[config.mk]
export PLATFORM = sky130hd
export DESIGN_NAME = note_step_sequencer
export DESIGN_NICKNAME = d
export VERILOG_FILES = /design/src/rtl/synth_seq_pkg.sv /design/src/rtl/seq_tick_prescaler.sv /design/src/rtl/note_step_sequencer.sv
export SDC_FILE = /design/constraint.sdc
export NUM_CORES = 1
export LEC_CHECK = 0
export CELL_PAD_IN_SITES_DETAIL_PLACEMENT = 1
export CELL_PAD_IN_SITES_GLOBAL_PLACEMENT = 1
export CORE_ASPECT_RATIO = 0.6
export CORE_MARGIN = 8
export CORE_UTILIZATION = 54
export CTS_BUF_LIST = sky130_fd_sc_hd__clkbuf_16
export DETAILED_ROUTE_END_ITERATION = 8
export DONT_BUFFER_PORTS = 1
export GPL_ROUTABILITY_DRIVEN = 0
export PLACE_DENSITY_LB_ADDON = 0.1
export SLEW_MARGIN = 20
export SYNTH_ARGS = -nofsm -noshare
export SYNTH_HDL_FRONTEND = slang
export SYNTH_SLANG_ARGS = --single-unit
export TNS_END_PERCENT = 10
[constraint.sdc]
create_clock -name clk -period 8.4 [get_ports clk]
set_input_delay 1.68 -clock clk [delete_from_list [all_inputs] [get_ports clk]]
set_output_delay 1.68 -clock clk [all_outputs]
set_load 0.02 [all_outputs]
[src/rtl/synth_seq_pkg.sv]
// Shared definitions for the note step sequencer: note codes, FSM states,
// default timing parameters and the note-code to one-hot decode.
package synth_seq_pkg;

    localparam logic [3:0] NOTE_REST = 4'h0;
    localparam logic [3:0] NOTE_C    = 4'h8;
    localparam logic [3:0] NOTE_D    = 4'h9;
    localparam logic [3:0] NOTE_E    = 4'hA;
    localparam logic [3:0] NOTE_F    = 4'hB;
    localparam logic [3:0] NOTE_G    = 4'hC;
    localparam logic [3:0] NOTE_A    = 4'hD;
    localparam logic [3:0] NOTE_B    = 4'hE;
    localparam logic [3:0] NOTE_C2   = 4'hF;

    localparam int TICK_DIV_DEFAULT  = 50000;
    localparam int GAP_TICKS_DEFAULT = 2;

    typedef enum logic {
        IDLE = 1'b0,
        PLAY = 1'b1
    } seq_state_e;

    // bit3 marks a sounding note, bits 2:0 select which of the 8 synth keys
    function automatic logic [7:0] note_decode(input logic [3:0] code);
        note_decode = code[3] ? (8'h01 << code[2:0]) : 8'h00;
    endfunction

endpackage

[src/rtl/seq_tick_prescaler.sv]
// Divides clk down to a 1-cycle tick every TICK_DIV enabled cycles.
// clear restarts the count so a fresh step begins on a full tick period.
module seq_tick_prescaler #(
    parameter int TICK_DIV = 50000
) (
    input  logic clk,
    input  logic rst_n,
    input  logic clear_i,
    input  logic enable_i,
    output logic tick_o
);

    localparam int              CntW   = (TICK_DIV > 1) ? $clog2(TICK_DIV) : 1;
    localparam logic [CntW-1:0] CntMax = CntW'(TICK_DIV - 1);

    logic [CntW-1:0] cnt_q;
    logic [CntW-1:0] cnt_d;
    logic            wrap;

    assign wrap   = enable_i && (cnt_q == CntMax);
    assign tick_o = wrap && !clear_i;

    // next count: clear wins, otherwise wrap at the top or advance while enabled
    always_comb begin
        cnt_d = cnt_q;
        if (clear_i) begin
            cnt_d = '0;
        end else if (wrap) begin
            cnt_d = '0;
        end else if (enable_i) begin
            cnt_d = cnt_q + CntW'(1);
        end
    end

    // count register
    always_ff @(posedge clk or negedge rst_n) begin
        if (!rst_n) begin
            cnt_q <= '0;
        end else begin
            cnt_q <= cnt_d;
        end
    end

endmodule

[src/rtl/note_step_sequencer.sv]
// Plays up to 16 stored note codes, one per tempo period, onto the synth's
// one-hot note input, with a silent gap at the end of each step so repeated
// notes produce a fresh rising edge.
module note_step_sequencer
    import synth_seq_pkg::*;
#(
    parameter int TICK_DIV  = TICK_DIV_DEFAULT,
    parameter int GAP_TICKS = GAP_TICKS_DEFAULT
) (
    input  logic       clk,
    input  logic       rst_n,
    input  logic       wr_en_i,
    input  logic [3:0] wr_addr_i,
    input  logic [3:0] wr_data_i,
    input  logic       start_i,
    input  logic       stop_i,
    input  logic       loop_en_i,
    input  logic [7:0] tempo_i,
    input  logic [3:0] len_i,
    output logic [7:0] note_out_o,
    output logic [3:0] step_idx_o,
    output logic       playing_o,
    output logic       step_strobe_o,
    output logic       done_o
);

    localparam logic [8:0] GapW = 9'(GAP_TICKS);

    seq_state_e state_q, state_d;
    logic [3:0] step_q, step_d;
    logic [7:0] tick_cnt_q, tick_cnt_d;
    logic [7:0] period_q, period_d;
    logic [7:0] note_q, note_d;
    logic       strobe_q, strobe_d;
    logic       done_q, done_d;
    logic [3:0] mem_q [16];

    logic       tick;
    logic       start_go;
    logic       stop_go;
    logic       step_end;
    logic       audible;
    logic [7:0] tempo_eff;

    assign start_go  = start_i && !stop_i;
    assign stop_go   = stop_i && (state_q == PLAY);
    assign tempo_eff = (tempo_i == 8'd0) ? 8'd1 : tempo_i;
    assign step_end  = (state_q == PLAY) && tick && (tick_cnt_q == period_q - 8'd1);

    seq_tick_prescaler #(
        .TICK_DIV (TICK_DIV)
    ) u_prescaler (
        .clk      (clk),
        .rst_n    (rst_n),
        .clear_i  (start_go),
        .enable_i (state_q == PLAY),
        .tick_o   (tick)
    );

    // sequencing decisions: stop, then (re)start, then end of step, then tick count
    always_comb begin
        state_d    = state_q;
        step_d     = step_q;
        tick_cnt_d = tick_cnt_q;
        period_d   = period_q;
        strobe_d   = 1'b0;
        done_d     = 1'b0;
        if (stop_go) begin
            state_d = IDLE;
        end else if (start_go) begin
            state_d    = PLAY;
            step_d     = 4'd0;
            tick_cnt_d = 8'd0;
            period_d   = tempo_eff;
            strobe_d   = 1'b1;
        end else if (step_end) begin
            tick_cnt_d = 8'd0;
            if (step_q >= len_i) begin
                if (loop_en_i) begin
                    step_d   = 4'd0;
                    period_d = tempo_eff;
                    strobe_d = 1'b1;
                end else begin
                    state_d = IDLE;
                    done_d  = 1'b1;
                end
            end else begin
                step_d   = step_q + 4'd1;
                period_d = tempo_eff;
                strobe_d = 1'b1;
            end
        end else if ((state_q == PLAY) && tick) begin
            tick_cnt_d = tick_cnt_q + 8'd1;
        end
    end

    // note for the coming cycle: sound unless in the trailing gap of a long enough step
    always_comb begin
        audible = ({1'b0, period_d} <= GapW) ||
                  (({1'b0, tick_cnt_d} + GapW) < {1'b0, period_d});
        note_d  = 8'h00;
        if ((state_d == PLAY) && audible) begin
            note_d = note_decode(mem_q[step_d]);
        end
    end

    // sequencer state and registered outputs
    always_ff @(posedge clk or negedge rst_n) begin
        if (!rst_n) begin
            state_q    <= IDLE;
            step_q     <= 4'd0;
            tick_cnt_q <= 8'd0;
            period_q   <= 8'd0;
            note_q     <= 8'h00;
            strobe_q   <= 1'b0;
            done_q     <= 1'b0;
        end else begin
            state_q    <= state_d;
            step_q     <= step_d;
            tick_cnt_q <= tick_cnt_d;
            period_q   <= period_d;
            note_q     <= note_d;
            strobe_q   <= strobe_d;
            done_q     <= done_d;
        end
    end

    // pattern memory, writable at any time and cleared to rests on reset
    always_ff @(posedge clk or negedge rst_n) begin
        if (!rst_n) begin
            for (int i = 0; i < 16; i++) begin
                mem_q[i] <= NOTE_REST;
            end
        end else if (wr_en_i) begin
            mem_q[wr_addr_i] <= wr_data_i;
        end
    end

    assign note_out_o    = note_q;
    assign step_idx_o    = step_q;
    assign playing_o     = (state_q == PLAY);
    assign step_strobe_o = strobe_q;
    assign done_o        = done_q;

endmodule

==> results of run 1 <==
## worst max path at each step
stage	startpoint	endpoint	slack (ns)	cells past startpoint
detailed placement	len_i[0]	note_out_o[4]$_DFF_PN0_	2.32	13
global placement	len_i[0]	note_out_o[2]$_DFF_PN0_	2.54	13
finish	len_i[0]	note_out_o[2]$_DFF_PN0_	2.55	13
CTS	len_i[0]	note_out_o[2]$_DFF_PN0_	2.62	13
global route	len_i[0]	note_out_o[2]$_DFF_PN0_	2.24	13
floorplan	len_i[0]	note_out_o[2]$_DFF_PN0_	3.02	18
## per-stage QoR
step                area (sq um)  hold slack (ns)  utilization, %  std cells
floorplan                   6250            0.452               -        601
global placement            6350            0.474            56.2        741
detailed placement          6350            0.494            56.2        741
CTS                         6640            0.511            58.8        756
global route                6640            0.525            58.8        756
finish                      6640            0.506            58.8        756
## cell type report
type | count | area, sq um | area share [%]
flip-flops and latches | 111 | 2780 | 41.8
repair buffers | 1 | 7.51 | 0.113
well taps | 160 | 200 | 3.01
inverters | 23 | 91.3 | 1.37
multi-input cells | 446 | 3270 | 49.2
clock buffers | 9 | 225 | 3.39
clock inverters | 6 | 71.3 | 1.07
## state kept, by name, indices dropped and copies added, names as in the netlist
signal and flops:
step_strobe_o 1, note_out_o 8, u_prescaler.cnt_q 16, period_q 8, playing_o 1, tick_cnt_q 8
step_idx_o 4, done_o 1, mem_q 64
## logic make-up (layout without fill, tap and decap cells)
group	after synthesis	count (layout)	synth area share, %
AO/OA/AOI/OAI	99	99	11.1
AND/OR/NAND/NOR	217	217	18.8
flip-flops	111	111	44.4
multiplexers	92	92	16.1
adder cells (fa/ha/maj)	16	16	3.20
buffers and inverters	44	39	3.30
XOR/XNOR	22	22	3.08
## per-layer routing
metal,GRT usage [%],part of all wire [%]
met5,0,0
met3,5.11,4.7
met2,31.9,43
met1,33.7,51
met4,5.69,1.4
## power by group
part           leakage, nW  internal (mW)  switching [mW]
logic                 1.32          0.107          0.0929
registers             1.42          0.616          0.0585
clock network        0.138          0.232           0.201
total                 2.87          0.954           0.353
## critical path, stage by stage
cell and delay (ns):
ha_1 0.26, nand2b_1 0.14, a2111oi_0 0.64, or2_2 0.30, nor2_1 0.11, o31a_1 0.51
a21oi_1 0.82, inv_2 0.35, o21ai_0 0.18, a21oi_1 0.08, o32a_1 0.37, a211o_4 0.40
nor3b_1 0.26
## cell usage in the layout (no fill, tap or decap), drive strengths merged, types with 9 or more instances in the layout
cell type  count
clkbuf         9
nor2          44
nor3          16
dfrtp        111
inv           24
mux2i         22
nand2b        17
a21oi         24
a221oi         9
nor3b         10
xor2          13
nand3         16
and2          14
mux2          70
xnor2          9
and3          17
nand2         48
ha            16
a211oi        12
o21ai         22
==> impl_metrics.tcl, run 1 <==
set metrics [dict create \
    status "finished clean" \
    cts_sinks 111 \
    powerDensity_nw_per_um2 197 \
    grt.overflow.total 0 \
    cts_tree "yes" \
    dp_slack_ns 2.32 \
    hpwl_um 12200 \
    ys_seq_elements 111 \
    cp-end-kind "flip-flop" \
    reg2reg_to "note_out_o[2]$_DFF_PN0_" \
    irDropWorstVdd_uv 142 \
    first_iter_violations 344 \
    diodes 0 \
    hold_path_depth 1 \
    synth.largest_area_cell "dfrtp_1" \
    path_max_fanout 18 \
    grt_max_degree 112 \
    io_pins 41 \
    synth_cells 601 \
    area_growth_pct 6.24 \
    worst_pin_slew_ns 0.913 \
    holdPathEnd "u_prescaler.cnt_q[15]$_DFFE_PN0P_" \
    drive_gt1_share_pct 17.8 \
    r2r-start "period_q[0]$_DFF_PN0_" \
    min_period_over_period_pct 69.6 \
    die_h_um 99.4 \
    period_needed_ns 5.85 \
    synth_ff_type "dfrtp_1" \
    yosys_warnings 0 \
    hold_start "u_prescaler.cnt_q[15]$_DFFE_PN0P_" \
    critical_path_required_ns 8.65 \
    arrival_ns 6.10 \
    fin_skew_ns 0.00762 \
    worst_slack_ns 2.55 \
    grt_pass1_wl_um 27200 \
    cts_resized 0 \
    rsz0062_at_grt "no" \
    ctsHoldBuffers 0 \
    wl_per_cell_um 22.0 \
    reg2reg_slack_ns 3.08 \
    synth_top_area_share_pct 44.4 \
    crit_type "input pin to flip-flop" \
    syn_avg_cell_area_sq_um 10.4 \
    r2r.worst_path.cells 14 \
    hold_class "flip-flop to flip-flop" \
    viasPerCell 6.09 \
    postCtsSetupBuffers 0 \
    fmax_ghz 0.171 \
    maxCapViolCount 0 \
    core_sq_um 11300 \
    synthesis.nets 643 \
    fin_total_pwr_mw 1.31 \
    netlist_area_sq_um 6250 \
    antenna_left 0 \
    routed_wl_um 16600 \
    die_x_um 155 \
    slew-limit-headroom_pct 39.1 \
    hold_viol_final 0 \
    drt_pre_antenna_iters 5 \
    cp-start-kind "input pin" \
    vias 4603 \
    p_leak_nw 2.87 \
    num-fill-cells 1195 \
    start_util_pct 55.3 \
    antenna_found_initial 0 \
    setup_viol 0 \
    synth_edf_count 0 \
    grt_pass1_vias 4809 \
    root_buffer "clkbuf_16" \
    ys_top_cells_by_area "dfrtp_1, mux2_2, mux2i_1" \
    ys_seq_area_share_pct 44.4 \
    cts_buffer_depth 2 \
    die_area_sq_um 15400 \
    htree_num_levels 3 \
    synth.distinct_cells 65 \
    ys_async_sr_fraction_pct 100 \
    drc 0 \
    clkLatencyLatePin_ns 0.35 \
    fin_setup_tns_ns 0 \
    nets 634 \
    numCtsBuffers 9 \
    slew_viol_final 0 \
    grt_use_total_pct 22.5 \
    clk_pin_slew_ns 0.07 \
    synthMostInstantiatedCell "dfrtp_1" \
    row_count 30 \
    synth_common_cells "dfrtp_1, mux2_2, nand2_1, nor2_1, a21oi_1" \
    io_buffers 0 \
]
Note: power is estimated with default switching activity, not from simulation.
==> inputs of run 2 (changes only) <==
Settings changed: CORE_UTILIZATION 54 to 46.
Clock period 8.4 ns to 5 ns, I/O delays scaled along.
==> run 2 against run 1 <==
Net effect:
- combinational power is 72% higher
- final area up 1.0%
- routed wire length up 2.0%
- highest routed layer unchanged
==> impl_metrics.tcl, run 2 (same netlist as run 1, synthesis figures left out) <==
set metrics [dict create \
    status "finished clean" \
    drt_pre_antenna_iters 4 \
    cts_resized 0 \
    first_iter_violations 252 \
    start_util_pct 46.5 \
    numPlacedInstances 764 \
    hold_ws_ns 0.338 \
    grt_use_total_pct 19.9 \
    cts_tree "yes" \
    met2_usage_pct 29.3 \
    arrival_ns 4.88 \
    routed_wl_um 17000 \
    nets 642 \
    htree_num_levels 3 \
    critical_path_required_ns 5.26 \
    crit_chain "or4_4, o21ai_0, a221oi_2, a22oi_2, o31a_1, mux2i_1, ha_1, a21oi_1, nor2b_1, o21ai_0, nand2b_1, o2111ai_1, a31oi_1, a211o_4, nor3_1" \
    grt_util_met3_pct 3.85 \
    path_common_cell "o21ai_0" \
    setup_viol 0 \
    vias 4582 \
    grt_max_degree 112 \
    powerDensity_nw_per_um2 322 \
    final_cell_mix "dfrtp_1, mux2_2, nand2_1" \
    worst_pin_slew_ns 0.687 \
    r2r-start "period_q[2]$_DFF_PN0_" \
    max_stage_delay_ns 0.68 \
    die_x_um 167 \
    area_growth_pct 7.30 \
    fmax_ghz 0.217 \
    drc 0 \
    crit_buf_inv 0 \
    antenna_left 0 \
    largest_register_ffs 64 \
    fin_setup_tns_ns 0 \
    slew-limit-headroom_pct 54.2 \
    min_period_over_period_pct 92.4 \
    maxCapViolCount 0 \
    irDropWorstVdd_uv 142 \
    grtUsageMet1_pct 29.7 \
    cp_slowest_cell "o31a_1" \
    largest_register "mem_q" \
    cts_buffer_depth 2 \
    die_area_sq_um 17700 \
    period_needed_ns 4.62 \
    io_buffers 0 \
    hold_class "input pin to asynchronous set/reset pin" \
    rsz0062_at_grt "no" \
    numCtsBuffers 9 \
    stdcell_count 780 \
    wl_per_cell_um 21.7 \
    grt_pass1_wl_um 27900 \
    viasPerCell 5.87 \
    fin_skew_ns 0.00607 \
    core_sq_um 13500 \
    row_count 33 \
    postCtsSetupBuffers 0 \
    cp-end-kind "flip-flop" \
    grt_pass1_vias 4932 \
    slew_viol_final 0 \
    clkLatencyLatePin_ns 0.35 \
    root_buffer "clkbuf_16" \
    grt.overflow.total 0 \
    cts_sinks 111 \
    antenna_found_initial 0 \
    top_regs "mem_q x64, u_prescaler.cnt_q x16" \
    critical_path.startpoint "period_q[2]$_DFF_PN0_" \
    hpwl_um 12700 \
    diodes 0 \
    cp_top_family "compound AO/OA/AOI/OAI gates" \
    final_common_cell "dfrtp_1" \
    clk_pin_slew_ns 0.08 \
    crit_type "flip-flop to flip-flop" \
    hold_viol_final 0 \
    reg2reg_slack_ns 0.38 \
    drive_gt1_share_pct 19.0 \
    die_h_um 106 \
    io_pins 41 \
    p_leak_nw 2.91 \
    cp-start-kind "flip-flop" \
    ctsHoldBuffers 0 \
    path_max_fanout 12 \
    grt-busiest-layer "met1" \
]
run 2: worst paths after layout:
check / endpoint / depth (start not counted)
max in group asynchronous: period_q[7]$_DFF_PN0_ / 0
min in group clk: mem_q[25]$_DFFE_PN0P_ / 1
max: note_out_o[5]$_DFF_PN0_ / 15
max reg2reg: note_out_o[5]$_DFF_PN0_ / 15
min: u_prescaler.cnt_q[10]$_DFFE_PN0P_ / 0
min reg2reg: mem_q[25]$_DFFE_PN0P_ / 1
run 2: routing by layer:
layer,share of wire [%],wire [um],up-vias
li1,-,-,2155
met1,51,8660,2347
met2,44,7410,68
met3,4.5,759,12
met4,0.75,127,0
met5,0,0,-
run 2: area by class of cell:
| cell class | instances | area, sq um |
|---|---|---|
| Fill cell | 1497 | 6750 |
| Sequential cell | 111 | 2780 |
| Timing Repair Buffer | 9 | 67.6 |
| Inverter | 23 | 91.3 |
| Clock buffer | 9 | 225 |
| Multi-Input combinational cell | 446 | 3270 |
| Tap cell | 175 | 219 |
| Clock inverter | 7 | 57.6 |
run 2: stage by stage:
step / util [%] / instance area (sq um) / setup WS (ns) / power [mW]
floorplan: - / 6250 / 0.301 / 1.39
global placement: 47.7 / 6420 / 0.266 / 1.46
detailed placement: 47.7 / 6420 / 0.0729 / 1.48
CTS: 49.8 / 6710 / 0.323 / 2.18
global route: 49.9 / 6710 / 0.0685 / 2.27
finish: 49.9 / 6710 / 0.382 / 2.16
run 2: power breakdown:
| part | switching, mW | internal, mW |
|---|---|---|
| clock network | 0.355 | 0.346 |
| logic | 0.159 | 0.183 |
| registers | 0.0871 | 1.03 |
| total | 0.601 | 1.56 |
